===== config.mk =====
export PLATFORM = sky130hd
export DESIGN_NAME = aes_start_ctrl_flat
export DESIGN_NICKNAME = d
export VERILOG_FILES = /design/src/rtl/aes_start_ctrl_if.sv /design/src/rtl/aes_start_ctrl.sv /design/src/flat_wrapper.sv
export SDC_FILE = /design/constraint.sdc
export NUM_CORES = 1
export LEC_CHECK = 0
export ABC_CLOCK_PERIOD_IN_PS = 1920
export CAP_MARGIN = 20
export CORE_ASPECT_RATIO = 0.8
export CORE_UTILIZATION = 45
export CTS_CLUSTER_DIAMETER = 60
export CTS_CLUSTER_SIZE = 8
export DETAILED_ROUTE_END_ITERATION = 7
export PLACE_DENSITY = 0.77
export SETUP_SLACK_MARGIN = 0.02
export SKIP_CTS_REPAIR_TIMING = 1
export SYNTH_ARGS = -nofsm -noshare
export SYNTH_HDL_FRONTEND = slang
export SYNTH_SLANG_ARGS = --single-unit

===== constraint.sdc =====
create_clock -name clk_i -period 1.92 [get_ports clk_i]
set_clock_uncertainty 0.1 [all_clocks]
set_input_delay 0.288 -clock clk_i [delete_from_list [all_inputs] [get_ports clk_i]]
set_output_delay 0.288 -clock clk_i [all_outputs]
set_load 0.05 [all_outputs]

===== src/rtl/aes_start_ctrl_if.sv =====
// Valid/ready handshake between the AES start controller and the cipher core.
// master: controller side (drives in_valid, out_ready); slave: core side.
interface aes_start_ctrl_if;
    logic in_valid;
    logic in_ready;
    logic out_valid;
    logic out_ready;

    modport master (
        output in_valid,
        output out_ready,
        input  in_ready,
        input  out_valid
    );

    modport slave (
        input  in_valid,
        input  out_ready,
        output in_ready,
        output out_valid
    );
endinterface


===== src/rtl/aes_start_ctrl.sv =====
// AES start/handshake controller: tracks data/key writes and output reads,
// starts blocks (auto or manual), drives core handshake, drains on clear.
// Ports: clk_i, rst_i (sync, active-high); data_in_we_i, key_we_i,
//   data_out_re_i strobes; manual_op_i, start_i, clear_i controls;
//   core (handshake to cipher core); data_in_new_o, key_clean_o,
//   output_valid_o, stall_o, idle_o status.
module aes_start_ctrl #(
    parameter int NumWords = 4,
    parameter int KeyWords = 8
) (
    input  logic                clk_i,
    input  logic                rst_i,
    input  logic [NumWords-1:0] data_in_we_i,
    input  logic [KeyWords-1:0] key_we_i,
    input  logic [NumWords-1:0] data_out_re_i,
    input  logic                manual_op_i,
    input  logic                start_i,
    input  logic                clear_i,
    aes_start_ctrl_if.master    core,
    output logic                data_in_new_o,
    output logic                key_clean_o,
    output logic                output_valid_o,
    output logic                stall_o,
    output logic                idle_o
);

    typedef enum logic [1:0] {
        IDLE,
        LOAD,
        BUSY,
        DRAIN
    } state_e;

    state_e state_q, state_d;

    logic [NumWords-1:0] in_mask_q, in_mask_d;
    logic [KeyWords-1:0] key_mask_q, key_mask_d;
    logic [NumWords-1:0] rd_mask_q, rd_mask_d;
    logic                data_new_q, data_new_d;
    logic                key_clean_q, key_clean_d;
    logic                out_valid_q, out_valid_d;
    logic                in_valid_q, in_valid_d;
    logic                idle_q, idle_d;

    logic consume;
    logic accept;
    logic out_ready;
    logic rd_done;

    // Output registers become fully read in this cycle.
    assign rd_done = out_valid_q & (&(rd_mask_q | data_out_re_i));

    always_comb begin
        state_d   = state_q;
        consume   = 1'b0;
        accept    = 1'b0;
        out_ready = 1'b0;
        unique case (state_q)
            IDLE: begin
                if (!clear_i && data_new_q && key_clean_q &&
                    (!manual_op_i || start_i)) begin
                    consume = 1'b1;
                    state_d = LOAD;
                end
            end
            LOAD: begin
                if (clear_i) begin
                    // Block already handed over must be drained.
                    state_d = (in_valid_q && core.in_ready) ? DRAIN : IDLE;
                end else if (in_valid_q && core.in_ready) begin
                    state_d = BUSY;
                end
            end
            BUSY: begin
                out_ready = !out_valid_q || rd_done;
                accept    = core.out_valid && out_ready;
                // An accept in the clear cycle ends the op; only the
                // stored result is wiped.
                if (accept) begin
                    state_d = IDLE;
                end else if (clear_i) begin
                    state_d = DRAIN;
                end
            end
            DRAIN: begin
                out_ready = 1'b1;
                if (core.out_valid) begin
                    state_d = IDLE;
                end
            end
            default: state_d = IDLE;
        endcase
    end

    always_comb begin
        // Input tracker: clear/consume wins over coincident writes.
        if (clear_i || consume) begin
            in_mask_d = '0;
        end else begin
            in_mask_d = in_mask_q | data_in_we_i;
        end
        data_new_d = &in_mask_d;

        // Key tracker: a write after a complete key restarts tracking.
        if (clear_i) begin
            key_mask_d = '0;
        end else if (key_clean_q && |key_we_i) begin
            key_mask_d = key_we_i;
        end else begin
            key_mask_d = key_mask_q | key_we_i;
        end
        key_clean_d = &key_mask_d;

        // Output tracker.
        out_valid_d = out_valid_q;
        rd_mask_d   = rd_mask_q;
        if (clear_i) begin
            out_valid_d = 1'b0;
            rd_mask_d   = '0;
        end else if (accept) begin
            out_valid_d = 1'b1;
            rd_mask_d   = '0;
        end else if (rd_done) begin
            out_valid_d = 1'b0;
            rd_mask_d   = '0;
        end else if (out_valid_q) begin
            rd_mask_d = rd_mask_q | data_out_re_i;
        end

        in_valid_d = (state_d == LOAD);
        idle_d     = (state_d == IDLE);
    end

    always_ff @(posedge clk_i) begin
        if (rst_i) begin
            state_q     <= IDLE;
            in_mask_q   <= '0;
            key_mask_q  <= '0;
            rd_mask_q   <= '0;
            data_new_q  <= 1'b0;
            key_clean_q <= 1'b0;
            out_valid_q <= 1'b0;
            in_valid_q  <= 1'b0;
            idle_q      <= 1'b1;
        end else begin
            state_q     <= state_d;
            in_mask_q   <= in_mask_d;
            key_mask_q  <= key_mask_d;
            rd_mask_q   <= rd_mask_d;
            data_new_q  <= data_new_d;
            key_clean_q <= key_clean_d;
            out_valid_q <= out_valid_d;
            in_valid_q  <= in_valid_d;
            idle_q      <= idle_d;
        end
    end

    assign core.in_valid  = in_valid_q;
    assign core.out_ready = out_ready;
    assign data_in_new_o  = data_new_q;
    assign key_clean_o    = key_clean_q;
    assign output_valid_o = out_valid_q;
    assign stall_o        = (state_q == BUSY) && core.out_valid && !out_ready;
    assign idle_o         = idle_q;

endmodule

===== src/flat_wrapper.sv =====
// flat-port wrapper written by rule: the top's interface ports become plain ports
module aes_start_ctrl_flat 
#(
    parameter int NumWords = 4,
    parameter int KeyWords = 8
)
  (clk_i, rst_i, data_in_we_i, key_we_i, data_out_re_i, manual_op_i, start_i, clear_i, data_in_new_o, key_clean_o, output_valid_o, stall_o, idle_o, core_in_valid, core_out_ready, core_in_ready, core_out_valid);
  aes_start_ctrl_if core_i ();
  input  logic clk_i;
  input  logic rst_i;
  input  logic [NumWords-1:0] data_in_we_i;
  input  logic [KeyWords-1:0] key_we_i;
  input  logic [NumWords-1:0] data_out_re_i;
  input  logic manual_op_i;
  input  logic start_i;
  input  logic clear_i;
  output logic data_in_new_o;
  output logic key_clean_o;
  output logic output_valid_o;
  output logic stall_o;
  output logic idle_o;
  output wire logic [$bits(core_i.in_valid)-1:0] core_in_valid;
  output wire logic [$bits(core_i.out_ready)-1:0] core_out_ready;
  input wire logic [$bits(core_i.in_ready)-1:0] core_in_ready;
  input wire logic [$bits(core_i.out_valid)-1:0] core_out_valid;
  assign core_in_valid = core_i.in_valid;
  assign core_out_ready = core_i.out_ready;
  assign core_i.in_ready = core_in_ready;
  assign core_i.out_valid = core_out_valid;
  aes_start_ctrl #(.NumWords(NumWords), .KeyWords(KeyWords)) u_core (.clk_i(clk_i), .rst_i(rst_i), .data_in_we_i(data_in_we_i), .key_we_i(key_we_i), .data_out_re_i(data_out_re_i), .manual_op_i(manual_op_i), .start_i(start_i), .clear_i(clear_i), .core(core_i), .data_in_new_o(data_in_new_o), .key_clean_o(key_clean_o), .output_valid_o(output_valid_o), .stall_o(stall_o), .idle_o(idle_o));
endmodule

==> results.json, run 1 <==
{
  "synth_top_area_share": 0.459,
  "h-tree-depth": 1,
  "clock.fmax_mhz": 541,
  "ir_drop_v": 0.000678,
  "grt_use_total": 0.226,
  "pwr-share-clk": 0.244,
  "slew_violations": 0,
  "gr-total-overflow": 0,
  "clk_pin_slew_worst_paths_ps": 110,
  "async_flop_share": 0,
  "p_total_mw": 0.854,
  "die-area_sq_um": 2420,
  "cp-end-kind": "output pin",
  "placed_cell_area_sq_um": 1410,
  "numCtsBuffers": 3,
  "die_h_microns": 44.2,
  "vias": 978,
  "ys_warn_count": 0,
  "fin_setup_tns_ps": 0,
  "p_int_mw": 0.651,
  "hold_viol": 0,
  "gp_congestion": 0.897,
  "status": "completed",
  "final_nets": 179,
  "rows": 14,
  "drt-pass1-iter-count": 4,
  "drive_gt1_frac": 0.206,
  "fin_area_sq_um": 1450,
  "setup_viol": 0,
  "ys_ff_latch": 23,
  "finalWirelength_microns": 2340,
  "pwr-share-comb": 0.168,
  "initial_core_util": 0.506,
  "synth_common_cells": "23 x dfxtp_1, 23 x nor2_1, 13 x a21oi_1, 5 x inv_1, 4 x clkbuf_1",
  "drcViolationCount": 0,
  "arrival_ps": 1460,
  "viasPerCell": 5.46,
  "critPathLaunchType": "primary input",
  "synth_largest_area_cell": "dfxtp_1",
  "power_leakage_nw": 0.578,
  "switching_share": 0.237,
  "worstSetupPathType": "in -> out",
  "core_sq_um": 1980,
  "rsz0062_at_grt": "false",
  "required_ps": 1530,
  "synth_seq_area_share": 0.459,
  "netlist_instances": 113,
  "synth_cell_types": 37,
  "syn_area_sq_um": 1000,
  "syn_nets": 136,
  "n_antenna_cell": 0,
  "synthTopCellsByArea": "dfxtp_1 46%, nor2_1 8.6%, a21oi_1 6.5%",
  "power_density_nw_per_um2": 590,
  "pwr-share-seq": 0.588,
  "max-cap-violations": 0,
  "cts_buffer_depth": 2,
  "die_w_microns": 54.8,
  "final_antenna_net_count": 0,
  "min_period_ps": 1850,
  "fin_crit_sh": 0.963,
  "cts.sinks": 23,
  "synth-edff-count": 0,
  "crit_fanout": 5,
  "grt_start_max_net_pins": 14,
  "p_switching_mw": 0.203,
  "grt_pass1_vias": 912,
  "tightest_slew_ps": 502,
  "antenna_found_initial": 0,
  "hpwl_microns": 1910,
  "io_pins": 30,
  "cts-root-buf": "clkbuf_4",
  "syn_to_final_growth_pct": 44.4,
  "cts_tree": "done",
  "clk_latency_ps": 300,
  "grt_first_pass_wirelength_microns": 3890,
  "wl_per_cell_microns": 13.1,
  "slew_headroom": 0.665,
  "synth_area_per_cell_sq_um": 8.87,
  "drt_iter0_drc": 22,
  "io_buffers": 29,
  "ys.flop_type": "dfxtp_1",
  "hp-class": "reg -> reg"
}
[cell families (layout without fill, tap and decap cells)]
| group | after synthesis | in the layout | synth area share |
|---|---|---|---|
| compound gates | 36 | 36 | 0.266 |
| simple gates | 45 | 45 | 0.241 |
| flops | 23 | 23 | 0.459 |
| buf+inv | 9 | 51 | 0.0337 |
[power by group through the flow]
stage                     Clock, mW  Sequential (mW)  Combinational (mW)
final                         0.208            0.502               0.143
after global routing          0.245            0.504               0.156
after CTS                     0.219            0.502               0.142
after floorplan                   0            0.515              0.0493
after global placement            0            0.512               0.139
after detailed placement          0            0.512               0.142
[layout by cell type, fill, tap and decap left out, types with 2 or more instances in the layout]
cell	n
clkdlybuf4s50_1	23
dfxtp_1	23
nor2_1	22
buf_4	16
a21oi_1	13
inv_1	5
o22ai_1	3
o41ai_2	3
nand2_1	3
clkbuf_4	3
o21ai_2	2
nand3b_1	2
or4_4	2
o221ai_1	2
nor2b_1	2
a211o_1	2
nand3_1	2
nand2b_1	2
dlymetal6s2s_1	2
[through the flow]
step                      hold WS [ps]  cells  worst slack (ps)  utilization
after global placement             335    175              -136        0.712
after global routing               407    179              15.2        0.731
final                              371    179              71.6        0.731
after CTS                          379    179             -17.5        0.726
after floorplan                    257    113              65.9            -
after detailed placement           351    175              -216        0.712
[per-layer routing]
layer	wire length, microns	GRT usage
met5	0	0
met4	19	0.0462
met3	131	0.0619
met2	980	0.349
met1	1210	0.313
[flip-flops by register name (all words and copies together) (netlist names)]
name,cells
u_core.key_mask_q,8
u_core.in_mask_q,4
u_core.rd_mask_q,4
u_core.state_q,2
u_core.core.in_valid,1
u_core.data_in_new_o,1
u_core.idle_o,1
u_core.key_clean_o,1
u_core.output_valid_o,1
[worst max-delay path: stages]
cell and delay (ps):
clkdlybuf4s50_1 480, o22ai_1 100, o21ai_2 250, o21a_1 200
buf_12 140
[area by class of cell]
class / instances / area, sq um
clock buffer: 3 / 22.5
clock inverter: 1 / 5.00
fill: 156 / 532
inverter: 5 / 18.8
multi-input combinational: 81 / 515
sequential: 23 / 460
tap: 24 / 30.0
timing repair buffer: 42 / 395
[worst paths after layout]
| path | cells past startpoint | slack (ps) | startpoint | endpoint |
|---|---|---|---|---|
| hold / removal | 2 | 370 | u_core.in_mask_q[1]$_SDFF_PP0_ | u_core.in_mask_q[1]$_SDFF_PP0_ |
| setup / recovery | 5 | 70 | data_out_re_i[1] | core_out_ready |
| setup reg to reg | 4 | 300 | u_core.key_clean_o$_SDFF_PP0_ | u_core.key_clean_o$_SDFF_PP0_ |
| hold reg to reg | 2 | 370 | u_core.in_mask_q[1]$_SDFF_PP0_ | u_core.in_mask_q[1]$_SDFF_PP0_ |
No activity file was read; power rests on OpenSTA's default activity.
==> run 2, diff against run 1 <==
--- a/config.mk
+++ b/config.mk
@@ -5,7 +5,6 @@
 export SDC_FILE = /design/constraint.sdc
 export NUM_CORES = 1
 export LEC_CHECK = 0
-export ABC_CLOCK_PERIOD_IN_PS = 1920
 export CAP_MARGIN = 20
 export CORE_ASPECT_RATIO = 0.8
 export CORE_UTILIZATION = 45
==> constraint.sdc (replaced) <==
create_clock -name clk_i -period 1.92 [get_ports clk_i]
set_clock_uncertainty 0.1 [all_clocks]
set_input_delay 0.384 -clock clk_i [delete_from_list [all_inputs] [get_ports clk_i]]
set_output_delay 0.384 -clock clk_i [all_outputs]
set_load 0.05 [all_outputs]
==> run 2 against run 1 <==
- cell area rose by 9.9%
- global-route usage is 2.4 points higher
- largest cell class unchanged
- clock power rose by 16%
- count of clock-buffer cells in the layout did not move
- worst hold slack worse by 120 ps
- critical endpoint is now u_core.key_clean_o$_SDFF_PP0_
==> results.json, run 2 (same netlist as run 1, synthesis figures left out) <==
{
  "fin_setup_tns_ps": 0,
  "hp-class": "in -> reg",
  "viasPerCell": 5.71,
  "hold_viol": 0,
  "clk_pin_slew_worst_paths_ps": 130,
  "clock.fmax_mhz": 527,
  "critPathLaunchType": "primary input",
  "min_from": "data_out_re_i[1]",
  "die_h_microns": 44.2,
  "rsz0062_at_grt": "true",
  "fin_area_sq_um": 1590,
  "h-tree-depth": 1,
  "hpwl_microns": 2180,
  "antenna_found_initial": 0,
  "io_buffers": 29,
  "wl_per_cell_microns": 16.1,
  "grt_use_total": 0.250,
  "arrival_ps": 2050,
  "worstSetupPathType": "in -> reg",
  "top_regs": "u_core.key_mask_q (8), u_core.in_mask_q (4), u_core.rd_mask_q (4)",
  "grt_start_max_net_pins": 15,
  "tightest_slew_ps": 379,
  "rows": 14,
  "drt-pass1-iter-count": 5,
  "timing.rr.start": "u_core.key_mask_q[1]$_SDFF_PP0_",
  "place_inst": 184,
  "pwr-share-seq": 0.554,
  "cp-end-kind": "flip-flop",
  "slew_headroom": 0.741,
  "whs_path_depth": 3,
  "r2r_cells": 4,
  "cts.sinks": 23,
  "slew_violations": 0,
  "io_pins": 30,
  "min_period_ps": 1900,
  "cts-root-buf": "clkbuf_4",
  "final_cells": 189,
  "required_ps": 2070,
  "vias": 1079,
  "power_density_nw_per_um2": 571,
  "max-cap-violations": 0,
  "drive_gt1_frac": 0.309,
  "cts_tree": "done",
  "placed_cell_area_sq_um": 1490,
  "n_antenna_cell": 0,
  "final_nets": 189,
  "numCtsBuffers": 3,
  "p_int_mw": 0.662,
  "drcViolationCount": 0,
  "grt_pass1_vias": 1009,
  "layout_common_cells": "28 x buf_4, 22 x nor2_1, 21 x dfxtp_1",
  "status": "completed",
  "cts_buffer_depth": 2,
  "final_antenna_net_count": 0,
  "crit_fanout": 3,
  "ir_drop_v": 0.000612,
  "largest_reg_flops": 8,
  "drt_iter0_drc": 30,
  "crit_start": "key_we_i[6]",
  "gr-total-overflow": 0,
  "pwr-share-clk": 0.266,
  "top_register": "u_core.key_mask_q",
  "layout_commonest_cell": "buf_4",
  "clk_latency_ps": 330,
  "initial_core_util": 0.506,
  "fin_crit_sh": 0.988,
  "p_total_mw": 0.908,
  "die-area_sq_um": 2420,
  "switching_share": 0.270,
  "setup_viol": 0,
  "power_leakage_nw": 0.645,
  "syn_to_final_growth_pct": 58.7,
  "die_w_microns": 54.8,
  "gp_congestion": 0.891,
  "finalWirelength_microns": 3050,
  "grt_first_pass_wirelength_microns": 4250,
  "core_sq_um": 1980,
  "p_switching_mw": 0.245,
  "pwr-share-comb": 0.180
}
[run 2: cell types whose count changed in the layout (fill, tap and decap cells not counted), moves of 2 or more]
cell and change:
dfxtp_1 -2, clkdlybuf4s50_1 -5, o22ai_1 -2, dlymetal6s2s_1 +2
o22ai_2 +2, buf_4 +12, o21ai_2 -2, dfxtp_2 +2
o21ai_4 +2
[run 2: worst max-delay path, cell delays in order]
cell	delay (ps)
clkdlybuf4s50_1	450
or4_4	600
o41ai_4	240
a21oi_2	110
nor4_2	260
[run 2: power by group through the flow]
stage	clock (mW)	combinational (mW)	sequential (mW)
floorplan	0	0.0494	0.515
global placement	0	0.148	0.512
detailed placement	0	0.153	0.513
CTS	0.249	0.154	0.502
global route	0.265	0.175	0.504
finish	0.242	0.163	0.503
[run 2: layout make-up]
type                            instances  area [sq um]
Clock buffer                            3          22.5
Timing Repair Buffer                   52           480
Tap cell                               24          30.0
Fill cell                             129           389
Clock inverter                          1          7.51
Inverter                                5          18.8
Multi-Input combinational cell         81           568
Sequential cell                        23           463
[run 2: worst paths after layout]
| path | to | slack, ps |
|---|---|---|
| worst max-delay path | u_core.key_clean_o$_SDFF_PP0_ | 20 |
| worst min-delay path | u_core.rd_mask_q[1]$_SDFFE_PP0P_ | 250 |
| worst max register to register | u_core.key_clean_o$_SDFF_PP0_ | 350 |
| worst min register to register | u_core.in_mask_q[0]$_SDFF_PP0_ | 370 |
[run 2: stage by stage]
step	util	hold slack, ps	setup WS [ps]
2_1_floorplan	-	322	20.2
3_3_place_gp	0.752	337	-249
3_5_place_dp	0.752	348	-304
4_1_cts	0.767	380	-227
5_1_grt	0.803	272	-9.55
6_report	0.803	252	23.5
[run 2: per-layer routing]
metal / GRT usage / part of all wire
met3: 0.0893 / 0.077
met1: 0.278 / 0.39
met5: 0 / 0
met2: 0.424 / 0.51
met4: 0.108 / 0.017
==> run 3, diff against run 2 <==
--- a/config.mk
+++ b/config.mk
@@ -5,6 +5,7 @@
 export SDC_FILE = /design/constraint.sdc
 export NUM_CORES = 1
 export LEC_CHECK = 0
+export ABC_CLOCK_PERIOD_IN_PS = 1920
 export CAP_MARGIN = 20
 export CORE_ASPECT_RATIO = 0.8
 export CORE_UTILIZATION = 45
==> results of run 3 <==
The final DEF is identical to that of run 2; final timing and power are the same.
